--- src/rtl/exec_sequencer_if.sv ---
// exec_sequencer_if
//   Bundles the buses between the fetch/decode/execute sequencer and the
//   blocks it drives: program_counter, flash, control_unit, register_file and
//   alu.
//   master modport : sequencer side (drives pc_control, flash strobes/address/
//                    write data, ir, reg_we/wd, alu operands)
//   slave modport  : datapath side (drives pc_out, flash_out, decoded imm/rd,
//                    register read ports rd1/rd2, alu_result)
interface exec_sequencer_if #(
    parameter int ADDR_W = 24
);
    logic [ADDR_W-1:0] pc_out;
    logic [1:0]        pc_control;
    logic              flash_re;
    logic              flash_we;
    logic [ADDR_W-1:0] flash_addr;
    logic [7:0]        flash_in;
    logic [7:0]        flash_out;
    logic [31:0]       ir;
    logic [31:0]       imm;
    logic [4:0]        rd;
    logic              reg_we;
    logic [7:0]        wd;
    logic [7:0]        rd1;
    logic [7:0]        rd2;
    logic [7:0]        alu_a;
    logic [7:0]        alu_b;
    logic [7:0]        alu_result;

    modport master (
        input  pc_out, flash_out, imm, rd, rd1, rd2, alu_result,
        output pc_control, flash_re, flash_we, flash_addr, flash_in,
               ir, reg_we, wd, alu_a, alu_b
    );

    modport slave (
        output pc_out, flash_out, imm, rd, rd1, rd2, alu_result,
        input  pc_control, flash_re, flash_we, flash_addr, flash_in,
               ir, reg_we, wd, alu_a, alu_b
    );
endinterface

--- src/rtl/exec_sequencer.sv ---
// exec_sequencer
//   Multi-cycle fetch/decode/execute controller for the 8-bit core. Fetches a
//   32-bit instruction one byte at a time from flash (little-endian), lets
//   control_unit decode it, then runs LB, SB or ADD; anything else halts.
//   Ports:
//     clk, reset   : clock, synchronous active-high reset
//     run          : start fetching when idle / keep fetching after retire
//     bus          : exec_sequencer_if.master (pc, flash, ir/decode, regfile, alu)
//     busy         : high in every state except IDLE and HALT
//     instr_done   : one-cycle pulse the cycle after an instruction's last step
//     illegal      : sticky, set when an unsupported instruction is decoded
//     instr_count  : retired-instruction count, wraps at 16 bits
module exec_sequencer #(
    parameter int ADDR_W       = 24,
    parameter int FLASH_RD_LAT = 2
) (
    input  logic                clk,
    input  logic                reset,
    input  logic                run,
    exec_sequencer_if.master    bus,
    output logic                busy,
    output logic                instr_done,
    output logic                illegal,
    output logic [15:0]         instr_count
);

    typedef enum logic [3:0] {
        IDLE, F_REQ, F_WAIT, F_CAP, DECODE, M_REQ,
        M_WAIT, M_WB, ALU_X, ALU_WB, STORE, HALT
    } state_t;

    // Last value of the wait counter before the capture/write-back state.
    localparam logic [7:0] WAIT_LAST = 8'(FLASH_RD_LAT - 2);

    state_t            state, state_d;
    logic [1:0]        byte_idx;
    logic [7:0]        wait_cnt;
    logic [31:0]       ir_q;
    logic              retire;
    logic              set_illegal;
    logic [ADDR_W-1:0] ea;

    logic unused_imm;
    assign unused_imm = ^bus.imm[31:ADDR_W];

    assign bus.ir = ir_q;
    assign busy   = (state != IDLE) && (state != HALT);
    assign ea     = {{(ADDR_W-8){1'b0}}, bus.rd1} + bus.imm[ADDR_W-1:0];

    always_ff @(posedge clk) begin
        if (reset) begin
            state       <= IDLE;
            byte_idx    <= 2'd0;
            wait_cnt    <= 8'd0;
            ir_q        <= 32'd0;
            instr_done  <= 1'b0;
            illegal     <= 1'b0;
            instr_count <= 16'd0;
        end else begin
            state      <= state_d;
            instr_done <= retire;
            if (retire)
                instr_count <= instr_count + 16'd1;
            if (set_illegal)
                illegal <= 1'b1;
            // byte_idx wraps 3 -> 0 on the last capture, so every fetch starts at byte 0
            if (state == F_CAP) begin
                ir_q[8*byte_idx +: 8] <= bus.flash_out;
                byte_idx              <= byte_idx + 2'd1;
            end
            if (state == F_WAIT || state == M_WAIT)
                wait_cnt <= wait_cnt + 8'd1;
            else
                wait_cnt <= 8'd0;
        end
    end

    always_comb begin
        state_d     = state;
        retire      = 1'b0;
        set_illegal = 1'b0;
        case (state)
            IDLE:   if (run) state_d = F_REQ;
            F_REQ:  state_d = (FLASH_RD_LAT > 1) ? F_WAIT : F_CAP;
            F_WAIT: if (wait_cnt == WAIT_LAST) state_d = F_CAP;
            F_CAP:  state_d = (byte_idx == 2'd3) ? DECODE : F_REQ;
            DECODE: begin
                if (ir_q[6:0] == 7'b0000011 && ir_q[14:12] == 3'b000)
                    state_d = M_REQ;
                else if (ir_q[6:0] == 7'b0110011 && ir_q[14:12] == 3'b000 &&
                         ir_q[31:25] == 7'b0000000)
                    state_d = ALU_X;
                else if (ir_q[6:0] == 7'b0100011 && ir_q[14:12] == 3'b000)
                    state_d = STORE;
                else begin
                    set_illegal = 1'b1;
                    state_d     = HALT;
                end
            end
            M_REQ:  state_d = (FLASH_RD_LAT > 1) ? M_WAIT : M_WB;
            M_WAIT: if (wait_cnt == WAIT_LAST) state_d = M_WB;
            ALU_X:  state_d = ALU_WB;
            M_WB, ALU_WB, STORE: begin
                // run is only consulted here, so dropping it never aborts an instruction
                retire  = 1'b1;
                state_d = run ? F_REQ : IDLE;
            end
            HALT:   state_d = HALT;
            default: state_d = IDLE;
        endcase
    end

    // Write strobes are masked by reset in the same cycle so a store or
    // register write in flight when reset arrives never lands.
    always_comb begin
        bus.pc_control = 2'b00;
        bus.flash_re   = 1'b0;
        bus.flash_we   = 1'b0;
        bus.flash_addr = '0;
        bus.flash_in   = 8'd0;
        bus.reg_we     = 1'b0;
        bus.wd         = 8'd0;
        bus.alu_a      = 8'd0;
        bus.alu_b      = 8'd0;
        case (state)
            F_REQ: begin
                bus.flash_re   = 1'b1;
                bus.flash_addr = bus.pc_out;
            end
            F_CAP: bus.pc_control = 2'b01;
            M_REQ: begin
                bus.flash_re   = 1'b1;
                bus.flash_addr = ea;
            end
            M_WB: begin
                bus.reg_we = (bus.rd != 5'd0) && !reset;
                bus.wd     = bus.flash_out;
            end
            ALU_X: begin
                bus.alu_a = bus.rd1;
                bus.alu_b = bus.rd2;
            end
            ALU_WB: begin
                bus.alu_a  = bus.rd1;
                bus.alu_b  = bus.rd2;
                bus.reg_we = (bus.rd != 5'd0) && !reset;
                bus.wd     = bus.alu_result;
            end
            STORE: begin
                bus.flash_we   = !reset;
                bus.flash_addr = ea;
                bus.flash_in   = bus.rd2;
            end
            default: ;
        endcase
    end

endmodule

--- src/flat_wrapper.sv ---
// flat-port wrapper written by rule: the top's interface ports become plain ports
module exec_sequencer_flat 
#(
    parameter int ADDR_W       = 24,
    parameter int FLASH_RD_LAT = 2
)
  (clk, reset, run, busy, instr_done, illegal, instr_count, bus_pc_out, bus_flash_out, bus_imm, bus_rd, bus_rd1, bus_rd2, bus_alu_result, bus_pc_control, bus_flash_re, bus_flash_we, bus_flash_addr, bus_flash_in, bus_ir, bus_reg_we, bus_wd, bus_alu_a, bus_alu_b);
  exec_sequencer_if #(.ADDR_W(ADDR_W)) bus_i ();
  input  logic clk;
  input  logic reset;
  input  logic run;
  output logic busy;
  output logic instr_done;
  output logic illegal;
  output logic [15:0] instr_count;
  input wire logic [$bits(bus_i.pc_out)-1:0] bus_pc_out;
  input wire logic [$bits(bus_i.flash_out)-1:0] bus_flash_out;
  input wire logic [$bits(bus_i.imm)-1:0] bus_imm;
  input wire logic [$bits(bus_i.rd)-1:0] bus_rd;
  input wire logic [$bits(bus_i.rd1)-1:0] bus_rd1;
  input wire logic [$bits(bus_i.rd2)-1:0] bus_rd2;
  input wire logic [$bits(bus_i.alu_result)-1:0] bus_alu_result;
  output wire logic [$bits(bus_i.pc_control)-1:0] bus_pc_control;
  output wire logic [$bits(bus_i.flash_re)-1:0] bus_flash_re;
  output wire logic [$bits(bus_i.flash_we)-1:0] bus_flash_we;
  output wire logic [$bits(bus_i.flash_addr)-1:0] bus_flash_addr;
  output wire logic [$bits(bus_i.flash_in)-1:0] bus_flash_in;
  output wire logic [$bits(bus_i.ir)-1:0] bus_ir;
  output wire logic [$bits(bus_i.reg_we)-1:0] bus_reg_we;
  output wire logic [$bits(bus_i.wd)-1:0] bus_wd;
  output wire logic [$bits(bus_i.alu_a)-1:0] bus_alu_a;
  output wire logic [$bits(bus_i.alu_b)-1:0] bus_alu_b;
  assign bus_i.pc_out = bus_pc_out;
  assign bus_i.flash_out = bus_flash_out;
  assign bus_i.imm = bus_imm;
  assign bus_i.rd = bus_rd;
  assign bus_i.rd1 = bus_rd1;
  assign bus_i.rd2 = bus_rd2;
  assign bus_i.alu_result = bus_alu_result;
  assign bus_pc_control = bus_i.pc_control;
  assign bus_flash_re = bus_i.flash_re;
  assign bus_flash_we = bus_i.flash_we;
  assign bus_flash_addr = bus_i.flash_addr;
  assign bus_flash_in = bus_i.flash_in;
  assign bus_ir = bus_i.ir;
  assign bus_reg_we = bus_i.reg_we;
  assign bus_wd = bus_i.wd;
  assign bus_alu_a = bus_i.alu_a;
  assign bus_alu_b = bus_i.alu_b;
  exec_sequencer #(.ADDR_W(ADDR_W), .FLASH_RD_LAT(FLASH_RD_LAT)) u_core (.clk(clk), .reset(reset), .run(run), .bus(bus_i), .busy(busy), .instr_done(instr_done), .illegal(illegal), .instr_count(instr_count));
endmodule
--- config.mk ---
export PLATFORM = sky130hd
export DESIGN_NAME = exec_sequencer_flat
export DESIGN_NICKNAME = d
export VERILOG_FILES = /design/src/rtl/exec_sequencer_if.sv /design/src/rtl/exec_sequencer.sv /design/src/flat_wrapper.sv
export SDC_FILE = /design/constraint.sdc
export NUM_CORES = 1
export LEC_CHECK = 0
export BUFFER_PORTS_ARGS = -buffer_cell sky130_fd_sc_hd__buf_2
export CORE_ASPECT_RATIO = 0.9
export CORE_MARGIN = 2
export CORE_UTILIZATION = 47
export DETAILED_ROUTE_END_ITERATION = 8
export PLACE_DENSITY_LB_ADDON = 0.25
export SLEW_MARGIN = 15
export SYNTH_ARGS = -nofsm -noshare
export SYNTH_HDL_FRONTEND = slang
export SYNTH_SLANG_ARGS = --single-unit
export TNS_END_PERCENT = 30
--- constraint.sdc ---
create_clock -name clk -period 2.2 [get_ports clk]
set_clock_uncertainty 0.05 [all_clocks]
set_input_delay 0.11 -clock clk [delete_from_list [all_inputs] [get_ports clk]]
set_output_delay 0.11 -clock clk [all_outputs]
set_load 0.02 [all_outputs]
=== After elaboration in Yosys (flattened, before gate mapping) ===
Index checks and enable logic that the tools add are counted.

* Reductions and logical operators: 21
* Mux-type cells: 24
* Bitwise gates (word level): 1
* Add/subtract/negate cells: 5
* Shift operators: 2
* Equality and inequality tests: 19

{| class="wikitable"
|+ Operators with widths
! kind !! count
|-
| case mux 24 bit (2 select lines) || 1
|-
| case mux 4 bit (10 select lines) || 1
|-
| negation 5 -> 34 bit || 1
|-
| variable shift 8 x 34 -> 32 bit, first input constant || 1
|-
| variable part select 8 x 34 -> 32 bit || 1
|-
| bitwise mux 32 bit || 1
|-
| adder 8 x 24 -> 24 bit || 1
|-
| two-way mux 8 bit || 3
|-
| two-way mux 4 bit || 5
|-
| adder 16 x 1 -> 16 bit, second input constant || 1
|-
| == test 4 x 3 -> 1 bit, second input constant || 4
|-
| == test 4 bit, second input constant || 4
|-
| case mux 8 bit (2 select lines) || 1
|-
| == test 7 x 6 -> 1 bit, second input constant || 2
|-
| two-way mux 1 bit || 11
|-
| OR reduction 2 bit || 5
|-
| adder 8 x 1 -> 8 bit, second input constant || 1
|-
| == test 4 x 2 -> 1 bit, second input constant || 2
|-
| logical NOT 8 bit || 1
|-
| == test 7 x 2 -> 1 bit, second input constant || 1
|-
| logical NOT 7 bit || 1
|-
| logical AND 1 bit || 6
|-
| inequality test 2 bit, second input constant || 3
|-
| nonzero test 5 bit || 1
|-
| other kinds (13) || 13
|}

* Flip-flop bits (word level): 64
* Bits of input ports: 96
* Output and inout bits: 112
* Word-level logic and storage cells: 79

=== Longest topological paths before layout ===
Gate-level depths: netlist (run 1).

* Word-level depth: 6
* Depth in mapped cells: 9
* Depth with buffers taken out: 8

=== Worst setup path after synthesis (run 1) ===
Ideal clock, no wire load.

* Path type: input to output
* Start point: in bus_rd1[0]
* End point: out bus_flash_addr[14]
* Data arrival time: 1.985 ns
* Required time: 2.040 ns
* Path buffers: 0
* Stages on the path: 8
* Setup slack: 0.055 ns
* Cells stage by stage: ha_1 -> inv_1 -> fa_1 -> nand2b_1 -> a211oi_2 -> nor2_1 -> or4_1 -> nand3_1

* Longest elaborated chain between the ends: 2

{| class="wikitable"
|+ Ends and longest elaborated chain
! item !! RTL line !! RTL
|-
| start, declared || flat_wrapper.sv:20 || <nowiki>input wire logic [$bits(bus_i.rd1)-1:0] bus_rd1;</nowiki>
|-
| adder 8 x 24 -> 24 bit || exec_sequencer.sv:48 || <nowiki>assign ea = {{(ADDR_W-8){1'b0}}, bus.rd1} + bus.imm[ADDR_W-1:0];</nowiki>
|-
| case mux 24 bit (2 select lines) || exec_sequencer.sv:125 || <nowiki>case (state)</nowiki>
|-
| end, declared || flat_wrapper.sv:26 || <nowiki>output wire logic [$bits(bus_i.flash_addr)-1:0] bus_flash_addr;</nowiki>
|}

Every way passes these cells.

=== Worst setup path in the final report (run 1) ===
* Start point: reg u_core.state[1]
* End point: out bus_flash_addr[15]

* Longest elaborated chain between the ends: 3
* Elaborated cells between the ends (all ways): 5
* Classes of those cells: eq/ne: 3; mux: 1; reduce/logical: 1

{| class="wikitable"
|+ Ends and longest elaborated chain
! item !! RTL line !! RTL
|-
| start, declared || exec_sequencer.sv:35 || <nowiki>state_t state, state_d;</nowiki>
|-
| start signal, assigned || exec_sequencer.sv:60 || <nowiki>state <= state_d;</nowiki>
|-
| == test 4 x 3 -> 1 bit / == test 4 bit (equally long branches) || exec_sequencer.sv:125 ||
|-
| OR reduction 2 bit (no line) || - ||
|-
| case mux 24 bit (2 select lines) (*) || exec_sequencer.sv:125 ||
|}

Every way passes the cells marked *; elsewhere a longest branch is shown, timed or not.

==> results of run 1 <==
[what timing repair did]
action	CTS	global route
gates resized for setup	8	36
setup endpoints to repair	13	19
pin swaps	1	9
buffers inserted	4	2
[kinds of logic after synthesis]
| logic type | count (synthesis) | share of synthesized area, % |
|---|---|---|
| AOI/OAI and AO/OA | 120 | 18.1 |
| DFF | 64 | 29.8 |
| muxes | 1 | 0.232 |
| adders and majority gates | 18 | 5.40 |
| buffers and inverters | 54 | 5.96 |
| xor gates and xnor gates | 29 | 5.90 |
| other | 1 | 0.0871 |
| and+or+nand+nor | 283 | 34.6 |
[routing by layer]
layer  vias up  GRT usage (%)
li1       2467              -
met1      2321           34.4
met2       233           46.2
met3        23           6.28
met4         0           9.33
met5         -              0
[critical path, cell delays in order (launching register included)]
cell,delay (ps)
sky130_fd_sc_hd__dfxtp_2,320
sky130_fd_sc_hd__nor4bb_2,160
sky130_fd_sc_hd__buf_4,140
sky130_fd_sc_hd__buf_4,140
sky130_fd_sc_hd__a31o_4,230
sky130_fd_sc_hd__buf_12,150
sky130_fd_sc_hd__a32oi_1,190
sky130_fd_sc_hd__nand3_1,140
sky130_fd_sc_hd__buf_6,160
[synthesized netlist by cell type (3+ instances only)]
cell type / count / area (sq um)
sky130_fd_sc_hd__nor2b_1: 5 / 31.3
sky130_fd_sc_hd__ha_1: 17 / 213
sky130_fd_sc_hd__nor4bb_1: 3 / 30.0
sky130_fd_sc_hd__clkbuf_1: 21 / 78.8
sky130_fd_sc_hd__buf_2: 10 / 50.1
sky130_fd_sc_hd__nand2b_1: 5 / 31.3
sky130_fd_sc_hd__or3_1: 3 / 18.8
sky130_fd_sc_hd__o21ai_1: 13 / 65.1
sky130_fd_sc_hd__and4_1: 3 / 26.3
sky130_fd_sc_hd__nor3_1: 13 / 65.1
sky130_fd_sc_hd__a21oi_1: 47 / 235
sky130_fd_sc_hd__xnor2_1: 7 / 61.3
sky130_fd_sc_hd__inv_1: 15 / 56.3
sky130_fd_sc_hd__a22o_1: 10 / 87.6
sky130_fd_sc_hd__and2_1: 31 / 194
sky130_fd_sc_hd__nand3_1: 56 / 280
sky130_fd_sc_hd__or4_1: 4 / 30.0
sky130_fd_sc_hd__o21ai_0: 11 / 55.1
sky130_fd_sc_hd__dfxtp_1: 64 / 1280
sky130_fd_sc_hd__nor4_1: 4 / 25.0
sky130_fd_sc_hd__nand2_1: 64 / 240
sky130_fd_sc_hd__a32oi_1: 7 / 61.3
sky130_fd_sc_hd__nor2_1: 43 / 161
sky130_fd_sc_hd__buf_6: 5 / 56.3
sky130_fd_sc_hd__o211ai_1: 4 / 30.0
sky130_fd_sc_hd__nor3b_1: 4 / 30.0
sky130_fd_sc_hd__a21o_1: 3 / 22.5
sky130_fd_sc_hd__xor2_1: 22 / 193
sky130_fd_sc_hd__nand4_1: 25 / 156
sky130_fd_sc_hd__a2111o_1: 4 / 45.0
sky130_fd_sc_hd__and3_1: 9 / 56.3
[through the flow]
stage / power, uW / worst slack [ps] / instance area [sq um]
6_report: 2900 / 57.2 / 5930
5_1_grt: 3040 / -66.4 / 5930
4_1_cts: 2880 / -38.0 / 5780
3_5_place_dp: 1890 / -66.6 / 5530
3_3_place_gp: 1880 / -48.9 / 5530
2_1_floorplan: 1610 / 54.6 / 4310
[path summary, 6_finish.rpt]
| check | start | endpoint | cells after the start |
|---|---|---|---|
| max | u_core.state[1] | bus_flash_addr[15] | 8 |
| min reg2reg | u_core.bus.ir[22] | u_core.bus.ir[22] | 2 |
| min | bus_flash_out[5] | u_core.bus.ir[21] | 3 |
| max reg2reg | u_core.state[0] | u_core.instr_count[14] | 6 |
[sequential cells by signal, indices dropped and copies added, names as in the netlist]
name / cells
u_core.state: 4
u_core.instr_done: 1
u_core.wait_cnt: 8
u_core.byte_idx: 2
u_core.instr_count: 16
u_core.illegal: 1
u_core.bus.ir: 32
[power groups by stage]
stage          clock (uW)  combinational (uW)  sequential, uW
4_1_cts               996                 705            1180
5_1_grt              1050                 808            1190
3_5_place_dp            0                 682            1210
6_report              973                 745            1190
3_3_place_gp            0                 671            1210
2_1_floorplan           0                 400            1210
[layout make-up]
| class | instances | share of cell area [%] |
|---|---|---|
| Clock buffer | 9 | 2.09 |
| Clock inverter | 6 | 1.03 |
| Inverter | 17 | 1.08 |
| Multi-Input combinational cell | 452 | 48.4 |
| Sequential cell | 64 | 21.6 |
| Tap cell | 122 | 2.57 |
| Timing Repair Buffer | 238 | 23.2 |
==> summary.md, run 1 <==
The met3 wire length was 1220 microns; the number of warnings issued by yosys was 0. The worst path needs 2140 ps of the cycle, external delays included. The count of unique library cells instantiated by Yosys was 64. STA classifies the critical path startpoint as a register. The post-route netlist has 35.8% of its cells at a drive strength greater than 1.

Across all hold checks on the routed design, the worst slack comes to 37.3 ps. The detailed router placed 5044 vias in this run. In this run, post-CTS hold repair placed 0 buffers.

The worst-case vdd ir drop came out at 440 uV. The detailed-route wire length was 14100 microns; the net count after synthesis was 684. Leaving out fill and tap cells, the most frequent cell in the layout is sky130_fd_sc_hd__buf_2.

The first global-routing pass estimated 22000 microns of wire. In this run the standard cell core region covers 0.00900 sq mm. The combinational share of power came out at 25.6%. Pin placement for this block handled 208 I/O pins. The logs give 1990 uW for the cell internal power dissipation and 0.00128 sq mm for the sequential cell area.

TritonCTS built the clock tree. The deepest level of the CTS H-tree came out at 3. The multi-input combinational cells in the finished layout cover a total of 0.00287 sq mm. Number of antenna violations at the first check in global routing: 0.

Averaged over all synthesized cells, the footprint is 7.56 sq um. The critical path is of the reg2out type. For this design the static power due to leakage is 0.00274 uW.

The path class of the lowest-slack min-delay path is in2reg. The initial utilization of the core area, before any placement, comes to 47.8%. After detailed routing, the average wire length per cell comes to 15.5 microns.

Global routing finished with a remaining overflow of 0. The number of buffers inserted during clock tree synthesis is 9. The later pin in the worst-skew pair is clocked with a latency of 350 ps. Number of hold violations in the final report: 0. The highest metal layer carrying signal wires in the routed design is met4. From synthesis to final layout, the design area changed by 37.7%. After synthesis, flip-flops and latches occupy 29.8% of the total area. The repair_antennas step left the layout with diodes totalling 0.

The run finished with clean final reports. Counting flops with an async set or reset pin after synthesis yields a share of 0%. In this run the worst path has a maximum fanout of 13.

The worst pin sits at a relative slew slack of 66.2%. Port buffering added 198 buffers. Entering global routing, the biggest net connects 27 pins. The total standard cell area after synthesis was 0.00431 sq mm. The global-route total usage across every layer is 27.3%. The first detailed-routing pass took 5 iterations. For the row count, the log shows 33. The tools report the via count of the first global-routing pass as 4554.

The cell count after placement is 887, and the fmax is 467 MHz. Power spread over the standard cell area amounts to 489 mW/mm^2. The DRC violation count after routing is 0.

The detailed-route wire length on metal 1 is 5780 microns. Detailed routing placed a total of 6810 microns of wire on met2. The average via count per standard cell is 5.56.

The count of non-filler cells in the finished layout is 908, and the deepest clock path buffer count is 2. Once layout is complete, the utilization of the core stands at 65.9%. Across the run, the number of max-cap violations was 0. Net switching is 31.6% of the power. Setup violations remaining at the end of the flow were counted as 0. STA puts the critical path data arrival time at 1980 ps.

Synthesis inferred 64 register bits. For the count of final max-slew check failures, the log shows 0. STA classifies the critical path endpoint as a primary output. The required time reported for the critical path endpoint was 2040 ps.

The number of design-rule violations left by the first detailed-router iteration was 253; the power spent charging and discharging nets was 917 uW. The die is 94.8 microns tall. The synthesized netlist cell count was 570; the clock input transition at the sequential cells of the worst setup and hold paths was 70 ps.

For this run, the post-layout net count is 896. The setup check on the worst reg-to-reg path leaves a slack of 250 ps. The relative contribution of the clock network to total power is 33.5%. The share of power burned in registers is 40.8%, and the post-DP HPWL is 10600 microns. The measured slew at the worst slew-check pin came out at 502 ps. The floorplan step defined a die boundary enclosing 0.00995 sq mm.

The number of nets with antenna violations after detailed routing is 0. The sink count of the clock tree is 64. In this run the clock root is driven by a sky130_fd_sc_hd__clkbuf_8. The part of the cycle the worst path needs is 97.4%, and the routability-driven placement congestion ratio is 0.925. Setup repair after global routing could not meet its margin everywhere.

The total negative setup slack is 0 ps. The top cell types in the final layout, fill and taps aside, are sky130_fd_sc_hd__buf_2, sky130_fd_sc_hd__nand2_1, sky130_fd_sc_hd__dfxtp_1. The final-layout fill cell count was 840. The primary flip-flop cell chosen by synthesis mapping was sky130_fd_sc_hd__dfxtp_1.

The number of enable flip-flop cells after synthesis is 0, and the die width is 105 microns.
(Power assumes the default switching activity.)
==> run 2, diff against run 1 <==
- PLACE_DENSITY_LB_ADDON: 0.25 -> 0.05
==> summary.md, run 2 (same netlist as run 1, synthesis figures left out) <==
The critical path data arrival time was 1960 ps (-20 ps). DRC violation count after routing: 0 (unchanged). The tools report the internal reg-to-reg setup slack as 150 ps (-100 ps). STA classifies the critical path endpoint as a primary output. The run gives 0.00272 uW (-0.67%) as the leakage power summed over all cells.

The number of flip-flops under the largest register name was 32 (unchanged); the worst-case vdd ir drop was 368 uV (-16%). The required time reported for the critical path endpoint was 2040 ps (about the same); the average via count per standard cell was 5.48 (-1.3%). The die width was 105 microns (unchanged); the core occupancy in the finished layout was 65.7% (-0.14 points). The measured slew at the worst slew-check pin is 571 ps (+68.3 ps), and the sequential cell area is 0.00128 sq mm (about the same).

The met1 track utilization from global routing was 33.1% (-1.3 points). The worst register-to-register path begins at u_core.state[0]. The height of the die came out at 94.8 microns (unchanged).

The tools report the starting density of the core as 47.8% (unchanged). Leaving out fill and tap cells, the most frequent cell in the layout is sky130_fd_sc_hd__buf_2. The library cells used most frequently in the layout, excluding fill and tap cells, are sky130_fd_sc_hd__buf_2, sky130_fd_sc_hd__nand2_1, sky130_fd_sc_hd__dfxtp_1. The run finished with clean final reports. The areal power density over the cells is 495 mW/mm^2 (+1.2%). The minimum setup slack after placement was -42.7 ps (+23.9 ps); the part of the cycle the worst path needs was 96.5% (-0.94 points). STA classifies the critical path startpoint as a register.

The number of buffer cells added on primary ports came out at 198 (unchanged). The tools report the final count of negative-setup-slack endpoints as 0 (unchanged). The clock input transition at the sequential cells of the worst setup and hold paths works out to 70 ps (about the same). The post-detailed-route wirelength per cell was 14.9 microns (-3.6%); the final-layout fill cell count was 854 (+1.7%). The fmax is 471 MHz (+0.98%), and the maximum number of pins on one net before global-route repair is 28 (+3.7%). The deepest level of the CTS H-tree was 3 (unchanged).

Fraction of final layout cells with drive strength greater than 1: 35.5% (-0.25 points). The run gives 5 (unchanged) as the first-pass iteration count of the detailed router. The end point of the critical path is bus_flash_addr[14].

Number of cell instances on the worst register-to-register path: 7 (+1). The logs give 0.00286 sq mm (-0.26%) for the area taken by multi-input logic gates and 0 (unchanged) for the number of nets with antenna violations after detailed routing. The count of final max-slew check failures is 0 (unchanged), and the maximum fanout along the worst path is 7 (-6). The tools report the number of top-level pins as 208 (unchanged).

Number of hold violations in the final report: 0 (unchanged). The worst-case headroom to the max-slew limit was 61.6% (-4.6 points); the wire length of the first global-routing pass was 20900 microns (-5.0%). The min-delay analysis places its worst path in the category in2reg. The tools report the sink count of the clock tree as 64 (unchanged).

The logs give 0 (unchanged) for the remaining global-route overflow and 4449 (-2.3%) for the via count of the first global-routing pass. The clock latency of the later-clocked register in the worst-skew pair was 340 ps (about the same). The run gives 10100 microns (-4.0%) as the post-DP HPWL. Area of the die: 0.00995 sq mm (unchanged). Row count: 33 (unchanged). The number of nets in the layout was 896 (unchanged). The global routing met2 resource utilization is 43.5% (-2.8 points).

The setup path with the least slack is of type reg2out. The number of vias in the routed layout is 4976 (-1.3%). The run gives 25.7% (-1.6 points) as the global-route total usage across every layer. For the detailed-route wire length, the log shows 13600 microns (-3.6%). Placeable core region: 0.00900 sq mm (unchanged). The clock root buffer master is sky130_fd_sc_hd__clkbuf_8. From synthesis to final layout, the design area changed by 37.4%. Met3 demand-to-capacity share in global routing: 4.62% (-1.7 points).

The number of maximum-capacitance violations is 0 (unchanged). The number of antenna violations at the first check in global routing came out at 0 (unchanged). The tools report the smallest setup slack after layout as 77.9 ps (+20.7 ps). Critical path launch point: u_core.state[2]. The tools report the routability-driven placement congestion ratio as 0.946 (+2.2%). The number of buffers inserted during clock tree synthesis came out at 9 (unchanged). The number of design-rule violations left by the first detailed-router iteration is 227 (-10%).

The tools report the deepest clock path buffer count as 2 (unchanged). TritonCTS built the clock tree. The layer flagged by global routing as most heavily used is met2.

The endpoint identified for the worst register-to-register timing path is u_core.instr_count[6]. The antenna diode count was 0 (unchanged). The final critical-path required period was 2120 ps (-20.7 ps).
run 2: cell types whose count changed in the layout (fill, tap and decap cells not counted), moves of 2 or more:
cell                       change
sky130_fd_sc_hd__o21ai_1       -2
sky130_fd_sc_hd__nand3_2       -2
sky130_fd_sc_hd__nand3_1       +2
sky130_fd_sc_hd__o21ai_0       +2
sky130_fd_sc_hd__buf_6         -5
sky130_fd_sc_hd__clkinv_2      -3
sky130_fd_sc_hd__buf_2         +4
run 2: worst min path at each step:
stage,from,to,slack (ps),depth (start not counted)
global placement,bus_flash_out[7],u_core.bus.ir[7],380,3
CTS,bus_flash_out[1],u_core.bus.ir[17],20,3
detailed placement,bus_flash_out[1],u_core.bus.ir[17],390,3
floorplan,bus_flash_out[0],u_core.bus.ir[0],210,2
finish,bus_flash_out[1],u_core.bus.ir[17],40,3
global route,bus_flash_out[7],u_core.bus.ir[7],30,3
run 2: layout make-up:
type,instances,share of cell area [%]
flip-flops and latches,64,21.7
multi-input cells,452,48.4
inverters,17,1.08
well taps,122,2.58
repair buffers,238,23.0
clock buffers,11,2.39
clock inverters,4,0.909
run 2: repair_timing:
action                                  CTS  global route
hold buffers                              0             0
endpoints found under the setup margin   11            19
resized for setup                         7            24
buffers inserted                          0             7
pin swaps                                 0            10
run 2: metrics by stage:
step / hold slack, ps / area [sq um] / TNS (ps) / cells / power, uW
2_1_floorplan: 212 / 4310 / 0 / 570 / 1610
5_1_grt: 27.7 / 5920 / -23.8 / 908 / 3070
4_1_cts: 17.7 / 5760 / -37.8 / 901 / 2910
3_3_place_gp: 382 / 5520 / 0 / 886 / 1880
6_report: 36.6 / 5920 / 0 / 908 / 2930
3_5_place_dp: 386 / 5520 / -71.8 / 886 / 1890
run 2: layer usage:
layer	wire (microns)	part of all wire [%]
met4	157	1.2
met2	6520	48
met5	0	0
met3	839	6.2
met1	6050	45
run 2: where the power goes:
group	internal [uW]	total (uW)	switching [uW]
combinational	295	728	433
clock	552	1020	464
sequential	1170	1190	14.2
total	2020	2930	911
run 2: critical path: stages (launching register included):
cell and delay (ps):
sky130_fd_sc_hd__dfxtp_2 360, sky130_fd_sc_hd__nor4bb_4 370, sky130_fd_sc_hd__a31oi_4 120, sky130_fd_sc_hd__or4_4 570, sky130_fd_sc_hd__nand3_2 90, sky130_fd_sc_hd__buf_6 110
